## src/rtl/pipeline_control_if.sv

```systemverilog
// Bundle of hazard, redirect, cache handshake and pipeline-enable signals
// exchanged between the central pipeline controller and the datapath.
interface pipeline_control_if #(
  parameter int CNT_W = 32
);

  // Operand information of the instruction sitting in ID
  logic [4:0]       id_rs1;
  logic [4:0]       id_rs2;
  logic             id_uses_rs1;
  logic             id_uses_rs2;

  // Instruction sitting in EX
  logic             ex_mem_read;
  logic [4:0]       ex_rd;
  logic             ex_br_redirect;

  // Cache handshakes
  logic             if_req;
  logic             imem_resp;
  logic             mem_req;
  logic             dmem_resp;
  logic             imem_read;
  logic             dmem_go;

  // Pipeline register control
  logic             load_pc;
  logic             load_if_id;
  logic             load_id_ex;
  logic             load_ex_mem;
  logic             load_mem_wb;
  logic             bubble_id_ex;
  logic             flush_if_id;
  logic             stall;

  // Performance counters
  logic [CNT_W-1:0] cnt_mem_stall;
  logic [CNT_W-1:0] cnt_load_use;
  logic [CNT_W-1:0] cnt_flush;

  // Controller side: observes pipeline state, drives enables and counters
  modport master (
    input  id_rs1, id_rs2, id_uses_rs1, id_uses_rs2,
    input  ex_mem_read, ex_rd, ex_br_redirect,
    input  if_req, imem_resp, mem_req, dmem_resp,
    output imem_read, dmem_go,
    output load_pc, load_if_id, load_id_ex, load_ex_mem, load_mem_wb,
    output bubble_id_ex, flush_if_id, stall,
    output cnt_mem_stall, cnt_load_use, cnt_flush
  );

  // Datapath side: reports pipeline state, obeys enables
  modport slave (
    output id_rs1, id_rs2, id_uses_rs1, id_uses_rs2,
    output ex_mem_read, ex_rd, ex_br_redirect,
    output if_req, imem_resp, mem_req, dmem_resp,
    input  imem_read, dmem_go,
    input  load_pc, load_if_id, load_id_ex, load_ex_mem, load_mem_wb,
    input  bubble_id_ex, flush_if_id, stall,
    input  cnt_mem_stall, cnt_load_use, cnt_flush
  );

endinterface

```

## src/rtl/pipeline_control.sv

```systemverilog
// Central stall/flush controller for the 5-stage RV32I pipeline.
// Arbitrates I-/D-cache waits, inserts the load-use bubble, squashes the
// wrong path on EX redirects and keeps three saturating event counters.
module pipeline_control #(
  parameter int CNT_W = 32
) (
  input  logic             clk,
  input  logic             rst,
  pipeline_control_if.master ctl
);

  localparam logic [CNT_W-1:0] CNT_MAX = {CNT_W{1'b1}};

  // Latched "response already received" flags for the current stall episode
  logic             i_done_q, i_done_d;
  logic             d_done_q, d_done_d;

  // Performance counter state
  logic [CNT_W-1:0] cnt_mem_stall_q, cnt_mem_stall_d;
  logic [CNT_W-1:0] cnt_load_use_q,  cnt_load_use_d;
  logic [CNT_W-1:0] cnt_flush_q,     cnt_flush_d;

  // Per-cycle decision terms
  logic             i_done;
  logic             d_done;
  logic             advance;
  logic             load_use;
  logic             rs1_hit;
  logic             rs2_hit;
  logic             ev_stall;
  logic             ev_load_use;
  logic             ev_flush;

  // Hazard detection and memory completion terms
  always_comb begin
    rs1_hit  = ctl.id_uses_rs1 && (ctl.id_rs1 == ctl.ex_rd);
    rs2_hit  = ctl.id_uses_rs2 && (ctl.id_rs2 == ctl.ex_rd);
    load_use = ctl.ex_mem_read && (ctl.ex_rd != 5'd0) && (rs1_hit || rs2_hit);
    i_done   = ctl.imem_resp || i_done_q || !ctl.if_req;
    d_done   = ctl.dmem_resp || d_done_q || !ctl.mem_req;
    advance  = i_done && d_done;
  end

  // Pipeline enables, bubble/flush selection and cache request gating
  always_comb begin
    ctl.imem_read    = 1'b0;
    ctl.dmem_go      = 1'b0;
    ctl.load_pc      = 1'b0;
    ctl.load_if_id   = 1'b0;
    ctl.load_id_ex   = 1'b0;
    ctl.load_ex_mem  = 1'b0;
    ctl.load_mem_wb  = 1'b0;
    ctl.bubble_id_ex = 1'b0;
    ctl.flush_if_id  = 1'b0;
    ctl.stall        = 1'b0;
    ev_stall         = 1'b0;
    ev_load_use      = 1'b0;
    ev_flush         = 1'b0;
    if (!rst) begin
      ctl.imem_read = ctl.if_req && !i_done_q;
      ctl.dmem_go   = ctl.mem_req && !d_done_q;
      if (!advance) begin
        ctl.stall = 1'b1;
        ev_stall  = 1'b1;
      end else if (ctl.ex_br_redirect) begin
        ctl.load_pc      = 1'b1;
        ctl.load_if_id   = 1'b1;
        ctl.load_id_ex   = 1'b1;
        ctl.load_ex_mem  = 1'b1;
        ctl.load_mem_wb  = 1'b1;
        ctl.flush_if_id  = 1'b1;
        ctl.bubble_id_ex = 1'b1;
        ev_flush         = 1'b1;
      end else if (load_use) begin
        ctl.load_id_ex   = 1'b1;
        ctl.bubble_id_ex = 1'b1;
        ctl.load_ex_mem  = 1'b1;
        ctl.load_mem_wb  = 1'b1;
        ev_load_use      = 1'b1;
      end else begin
        ctl.load_pc      = 1'b1;
        ctl.load_if_id   = 1'b1;
        ctl.load_id_ex   = 1'b1;
        ctl.load_ex_mem  = 1'b1;
        ctl.load_mem_wb  = 1'b1;
      end
    end
  end

  // Response flags remember a served request while the other side still waits
  always_comb begin
    i_done_d = 1'b0;
    d_done_d = 1'b0;
    if (!advance) begin
      i_done_d = i_done;
      d_done_d = d_done;
    end
  end

  // Saturating counter next-state; increments stop at all-ones
  always_comb begin
    cnt_mem_stall_d = cnt_mem_stall_q;
    cnt_load_use_d  = cnt_load_use_q;
    cnt_flush_d     = cnt_flush_q;
    if (ev_stall && (cnt_mem_stall_q != CNT_MAX)) begin
      cnt_mem_stall_d = cnt_mem_stall_q + 1'b1;
    end
    if (ev_load_use && (cnt_load_use_q != CNT_MAX)) begin
      cnt_load_use_d = cnt_load_use_q + 1'b1;
    end
    if (ev_flush && (cnt_flush_q != CNT_MAX)) begin
      cnt_flush_d = cnt_flush_q + 1'b1;
    end
  end

  // State registers; reset discards any latched cache response
  always_ff @(posedge clk) begin
    if (rst) begin
      i_done_q        <= 1'b0;
      d_done_q        <= 1'b0;
      cnt_mem_stall_q <= '0;
      cnt_load_use_q  <= '0;
      cnt_flush_q     <= '0;
    end else begin
      i_done_q        <= i_done_d;
      d_done_q        <= d_done_d;
      cnt_mem_stall_q <= cnt_mem_stall_d;
      cnt_load_use_q  <= cnt_load_use_d;
      cnt_flush_q     <= cnt_flush_d;
    end
  end

  // Counters read as zero for the whole time reset is held
  always_comb begin
    ctl.cnt_mem_stall = rst ? '0 : cnt_mem_stall_q;
    ctl.cnt_load_use  = rst ? '0 : cnt_load_use_q;
    ctl.cnt_flush     = rst ? '0 : cnt_flush_q;
  end

endmodule

```

## src/flat_wrapper.sv

```systemverilog
// flat-port wrapper written by rule: the top's interface ports become plain ports
module pipeline_control_flat 
#(
  parameter int CNT_W = 32
)
  (clk, rst, ctl_id_rs1, ctl_id_rs2, ctl_id_uses_rs1, ctl_id_uses_rs2, ctl_ex_mem_read, ctl_ex_rd, ctl_ex_br_redirect, ctl_if_req, ctl_imem_resp, ctl_mem_req, ctl_dmem_resp, ctl_imem_read, ctl_dmem_go, ctl_load_pc, ctl_load_if_id, ctl_load_id_ex, ctl_load_ex_mem, ctl_load_mem_wb, ctl_bubble_id_ex, ctl_flush_if_id, ctl_stall, ctl_cnt_mem_stall, ctl_cnt_load_use, ctl_cnt_flush);
  pipeline_control_if #(.CNT_W(CNT_W)) ctl_i ();
  input  logic clk;
  input  logic rst;
  input wire logic [$bits(ctl_i.id_rs1)-1:0] ctl_id_rs1;
  input wire logic [$bits(ctl_i.id_rs2)-1:0] ctl_id_rs2;
  input wire logic [$bits(ctl_i.id_uses_rs1)-1:0] ctl_id_uses_rs1;
  input wire logic [$bits(ctl_i.id_uses_rs2)-1:0] ctl_id_uses_rs2;
  input wire logic [$bits(ctl_i.ex_mem_read)-1:0] ctl_ex_mem_read;
  input wire logic [$bits(ctl_i.ex_rd)-1:0] ctl_ex_rd;
  input wire logic [$bits(ctl_i.ex_br_redirect)-1:0] ctl_ex_br_redirect;
  input wire logic [$bits(ctl_i.if_req)-1:0] ctl_if_req;
  input wire logic [$bits(ctl_i.imem_resp)-1:0] ctl_imem_resp;
  input wire logic [$bits(ctl_i.mem_req)-1:0] ctl_mem_req;
  input wire logic [$bits(ctl_i.dmem_resp)-1:0] ctl_dmem_resp;
  output wire logic [$bits(ctl_i.imem_read)-1:0] ctl_imem_read;
  output wire logic [$bits(ctl_i.dmem_go)-1:0] ctl_dmem_go;
  output wire logic [$bits(ctl_i.load_pc)-1:0] ctl_load_pc;
  output wire logic [$bits(ctl_i.load_if_id)-1:0] ctl_load_if_id;
  output wire logic [$bits(ctl_i.load_id_ex)-1:0] ctl_load_id_ex;
  output wire logic [$bits(ctl_i.load_ex_mem)-1:0] ctl_load_ex_mem;
  output wire logic [$bits(ctl_i.load_mem_wb)-1:0] ctl_load_mem_wb;
  output wire logic [$bits(ctl_i.bubble_id_ex)-1:0] ctl_bubble_id_ex;
  output wire logic [$bits(ctl_i.flush_if_id)-1:0] ctl_flush_if_id;
  output wire logic [$bits(ctl_i.stall)-1:0] ctl_stall;
  output wire logic [$bits(ctl_i.cnt_mem_stall)-1:0] ctl_cnt_mem_stall;
  output wire logic [$bits(ctl_i.cnt_load_use)-1:0] ctl_cnt_load_use;
  output wire logic [$bits(ctl_i.cnt_flush)-1:0] ctl_cnt_flush;
  assign ctl_i.id_rs1 = ctl_id_rs1;
  assign ctl_i.id_rs2 = ctl_id_rs2;
  assign ctl_i.id_uses_rs1 = ctl_id_uses_rs1;
  assign ctl_i.id_uses_rs2 = ctl_id_uses_rs2;
  assign ctl_i.ex_mem_read = ctl_ex_mem_read;
  assign ctl_i.ex_rd = ctl_ex_rd;
  assign ctl_i.ex_br_redirect = ctl_ex_br_redirect;
  assign ctl_i.if_req = ctl_if_req;
  assign ctl_i.imem_resp = ctl_imem_resp;
  assign ctl_i.mem_req = ctl_mem_req;
  assign ctl_i.dmem_resp = ctl_dmem_resp;
  assign ctl_imem_read = ctl_i.imem_read;
  assign ctl_dmem_go = ctl_i.dmem_go;
  assign ctl_load_pc = ctl_i.load_pc;
  assign ctl_load_if_id = ctl_i.load_if_id;
  assign ctl_load_id_ex = ctl_i.load_id_ex;
  assign ctl_load_ex_mem = ctl_i.load_ex_mem;
  assign ctl_load_mem_wb = ctl_i.load_mem_wb;
  assign ctl_bubble_id_ex = ctl_i.bubble_id_ex;
  assign ctl_flush_if_id = ctl_i.flush_if_id;
  assign ctl_stall = ctl_i.stall;
  assign ctl_cnt_mem_stall = ctl_i.cnt_mem_stall;
  assign ctl_cnt_load_use = ctl_i.cnt_load_use;
  assign ctl_cnt_flush = ctl_i.cnt_flush;
  pipeline_control #(.CNT_W(CNT_W)) u_core (.clk(clk), .rst(rst), .ctl(ctl_i));
endmodule
```

## config.mk

```make
export PLATFORM = sky130hd
export DESIGN_NAME = pipeline_control_flat
export DESIGN_NICKNAME = d
export VERILOG_FILES = /design/src/rtl/pipeline_control_if.sv /design/src/rtl/pipeline_control.sv /design/src/flat_wrapper.sv
export SDC_FILE = /design/constraint.sdc
export NUM_CORES = 1
export LEC_CHECK = 0
export BUFFER_PORTS_ARGS = -buffer_cell sky130_fd_sc_hd__buf_4
export CAP_MARGIN = 10
export CORE_ASPECT_RATIO = 0.75
export CORE_MARGIN = 2
export CORE_UTILIZATION = 30
export DETAILED_ROUTE_END_ITERATION = 8
export GPL_TIMING_DRIVEN = 0
export SYNTH_ARGS = -nofsm -noshare
export SYNTH_HDL_FRONTEND = slang
export SYNTH_SLANG_ARGS = --single-unit
```

## constraint.sdc

```tcl
create_clock -name clk -period 5.7 [get_ports clk]
set_input_delay 0.285 -clock clk [delete_from_list [all_inputs] [get_ports clk]]
set_output_delay 0.285 -clock clk [all_outputs]
set_load 0.01 [all_outputs]
```

==> run summary <==
Outcome = finished, final reports clean
First-pass DRT Iterations = 5
WS Path Type = in2out
Chip Height = 121.7 microns
Final Hold Vio Count = 0
Post-synthesis compound-gate area fraction = 5.510%
Leakage = 2.743 nW
Syn nets = 718
Synth unique cells = 49
Final worst setup slack = 2873 ps
Layout cells sized above 1 = 22.01%
CTS clk-pin slew, worst paths = 70 ps
Number of global-route vias before repair = 4,799
Crit path cell chain = buf_4 > clkbuf_1 > clkbuf_1 > buf_1 > clkbuf_1 > nor2_1 > buf_4
Sw Share = 23.67%
Mapped Avg Cell Area = 8.029 sq um
XOR/XNOR Fraction of Synth Area = 9.801%
Worst EP required = 5410 ps
Cts hold-fix bufs = 0
Post-Route Setup TNS = 0 ps
Worst slack at placement = 2736 ps
Total GRT Usage = 16.35%
CTS buffer count = 9
Yosys reg bits = 98
Hold Crit Class = in2reg
I/O Buffers = 130
Slew @ Worst Pin = 897.3 ps
CTS tree = yes
Later-pin clock latency in the skew report = 350 ps
Bufs and invs on worst path = 6
Core Footprint = 18,290 sq um
Critical-path top delay cell = buf_1
Multi-input gate area = 3374 sq um
Syn Inst Count = 690
Final Slew Violations = 0
Fillcell total = 1,952
Grt ovf = 0
Largest net degree at the start of global routing = 17
Clk pwr share = 46.7%
Psw = 0.0003497 W
Die W = 160.9 microns
Drt via density = 4.876
Skew final = 8.718 ps
Pint = 0.001127 W
Combinational share of power = 6.5%
Mux share of post-synthesis cell area = 4.246%
I/O pins = 131
Startpoint Class = input pin
Root buf cell = clkbuf_16
Final HPWL DP = 12.25 mm
CP dominant cell by count = clkbuf_1
Die ar. = 19,580 sq um
Max-cap violation count = 0
Critical path's top delay family = buffers and inverters
Final worst-path cycle share = 49.60%
First-pass GRT wire length = 25.39 mm
CP Data Arrival Time = 2540 ps
Register area = 1962 sq um
Via count = 5,281
Drt wl/cell = 15.10 microns
Post-synth ARST share = 0%
Post-synth EDFFs = 0
Maximum buffer depth of the clock tree = 2
Largest family of logic cells by synthesized area = simple AND/OR/NAND/NOR gates
VDD IR max = 0.0001900 V
Final ANT Viol Nets = 0
CP endpoint kind = primary output
Cell area power density = 206.5 nW/um^2
WL final = 16.36 mm
Synth Area in Adders = 0.6775%
Violation count after the first detailed-route iteration = 358
Simple-gate portion of the synthesized area = 40.67%
Crit path max fanout = 10
Number of setup buffers added after CTS = 0
Commonest register cell after synthesis = dfxtp_1
RSZ-0062 raised after global routing = no
Initial antenna violation count = 0
Slew margin rel. = 40.05%
Gpl congestion = 0.8450
Post-Synthesis Cell Area = 5540 sq um
Antenna cells = 0
Post-cts sizing count = 0
Setup-failing EPs final = 0
Synth Warn # = 0
Crit path time final = 2827 ps
Fmax = 353.7 MHz
Starting Density = 30.29%
CP max stage delay = 580 ps
DRC = 0
Std cell rows = 43
Post-synthesis sequential area ratio = 35.41%
Sequential share of power = 46.8%
H-tree levels = 3
Area grow syn2layout = 29.11%
Clk sink count = 98
Nets@finish = 859
[layout make-up]
class                      count  area share, %
multi-input combinational    544          47.18
sequential                    98          27.43
timing repair buffer         130          13.64
tap                          247          4.320
clock buffer                  11          3.393
buffer                        37          2.274
clock inverter                 5          1.189
inverter                      11         0.5772
[cells in the mapped netlist, types with 3 or more instances]
master	instances	area (sq um)
a21oi_1	7	35.03
nor2_1	96	360.4
nor4_1	16	100.1
buf_2	4	20.02
o21ai_0	19	95.09
xor2_1	34	297.8
and4_1	12	105.1
xnor2_1	28	245.2
nor3_1	23	115.1
or3_1	8	50.05
nand4_1	30	187.7
buf_4	3	22.52
and3_1	12	75.07
or4_1	12	90.09
dfxtp_1	98	1962
nand3_1	39	195.2
nor3b_1	5	37.54
nand4b_1	3	26.28
o31ai_1	5	37.54
and2_1	5	31.28
mux2_2	20	225.2
ha_1	3	37.54
nand2_1	50	187.7
clkbuf_1	28	105.1
nor2b_1	91	569.3
inv_1	11	41.29
[worst register-to-register path, stage by stage (launching register included)]
cell	delay, ps
dfxtp_1	310
nor3b_1	720
o2111a_1	340
and3_1	260
clkbuf_1	380
nand4_1	170
xor2_1	180
nor2_1	50
[path summary, 6_finish.rpt]
kind                            slack, ps              startpoint  depth (start not counted)                          to
worst max register to register       3150         u_core.i_done_q                          7  u_core.cnt_mem_stall_q[28]
worst min register to register        480  u_core.cnt_flush_q[31]                          1      u_core.cnt_flush_q[31]
worst min-delay path                  210           ctl_dmem_resp                          3             u_core.d_done_q
worst max-delay path                 2870                     rst                          7        ctl_cnt_load_use[24]
[stage by stage]
stage,utilization [%],cell area (sq um),hold slack [ps],power [W],std cells
2_1_floorplan,-,5540,434.8,0.0007580,690
3_3_place_gp,37.31,6825,466.3,0.0008049,1067
3_5_place_dp,37.31,6825,470.3,0.0008057,1067
4_1_cts,39.10,7153,195.2,0.001494,1083
5_1_grt,39.10,7153,193.5,0.001525,1083
6_report,39.10,7153,208.9,0.001477,1083
[logic make-up (layout without fill, tap and decap cells)]
logic type | Yosys count | count (layout)
mux | 21 | 21
xor+xnor | 62 | 62
simple gates | 414 | 414
buf+inv | 48 | 194
fa+ha+maj | 3 | 3
flops | 98 | 98
compound gates | 44 | 44
[placed cells by master, fill, tap and decap left out, types with 7 or more instances in the layout]
cell and instances:
buf_4 133, nand3_1 39, clkbuf_1 29, and3_1 12, or4_1 12, dfxtp_1 98
or3_1 8, nand4_1 30, nor4_1 16, mux2_2 20, and4_1 12, nor2_1 96
nand2_1 50, o21ai_0 19, clkbuf_16 9, xnor2_1 28, nor2b_1 91, inv_1 11
nor3_1 23, a21oi_1 7, xor2_1 34
[metal layers]
layer	track usage, %	routed length (microns)	share of wire (%)
met1	24.05	8353	51
met2	24.03	6729	41
met3	4.188	1153	7.0
met4	3.348	120	0.73
met5	0	0	0
[power by group through the flow]
stage          clock [W]  combinational [W]  sequential [W]
2_1_floorplan          0          0.0000512        0.000707
3_3_place_gp           0          0.0000974        0.000707
3_5_place_dp           0          0.0000982        0.000708
4_1_cts         0.000704          0.0000985        0.000691
6_report        0.000689          0.0000963        0.000691
5_1_grt         0.000726           0.000108        0.000692
[sequential cells by signal, summed over array words and instances (netlist names)]
name and flops:
u_core.cnt_load_use_q 32, u_core.cnt_flush_q 32, u_core.cnt_mem_stall_q 32, u_core.i_done_q 1, u_core.d_done_q 1
No activity file was read; power rests on OpenSTA's default activity.
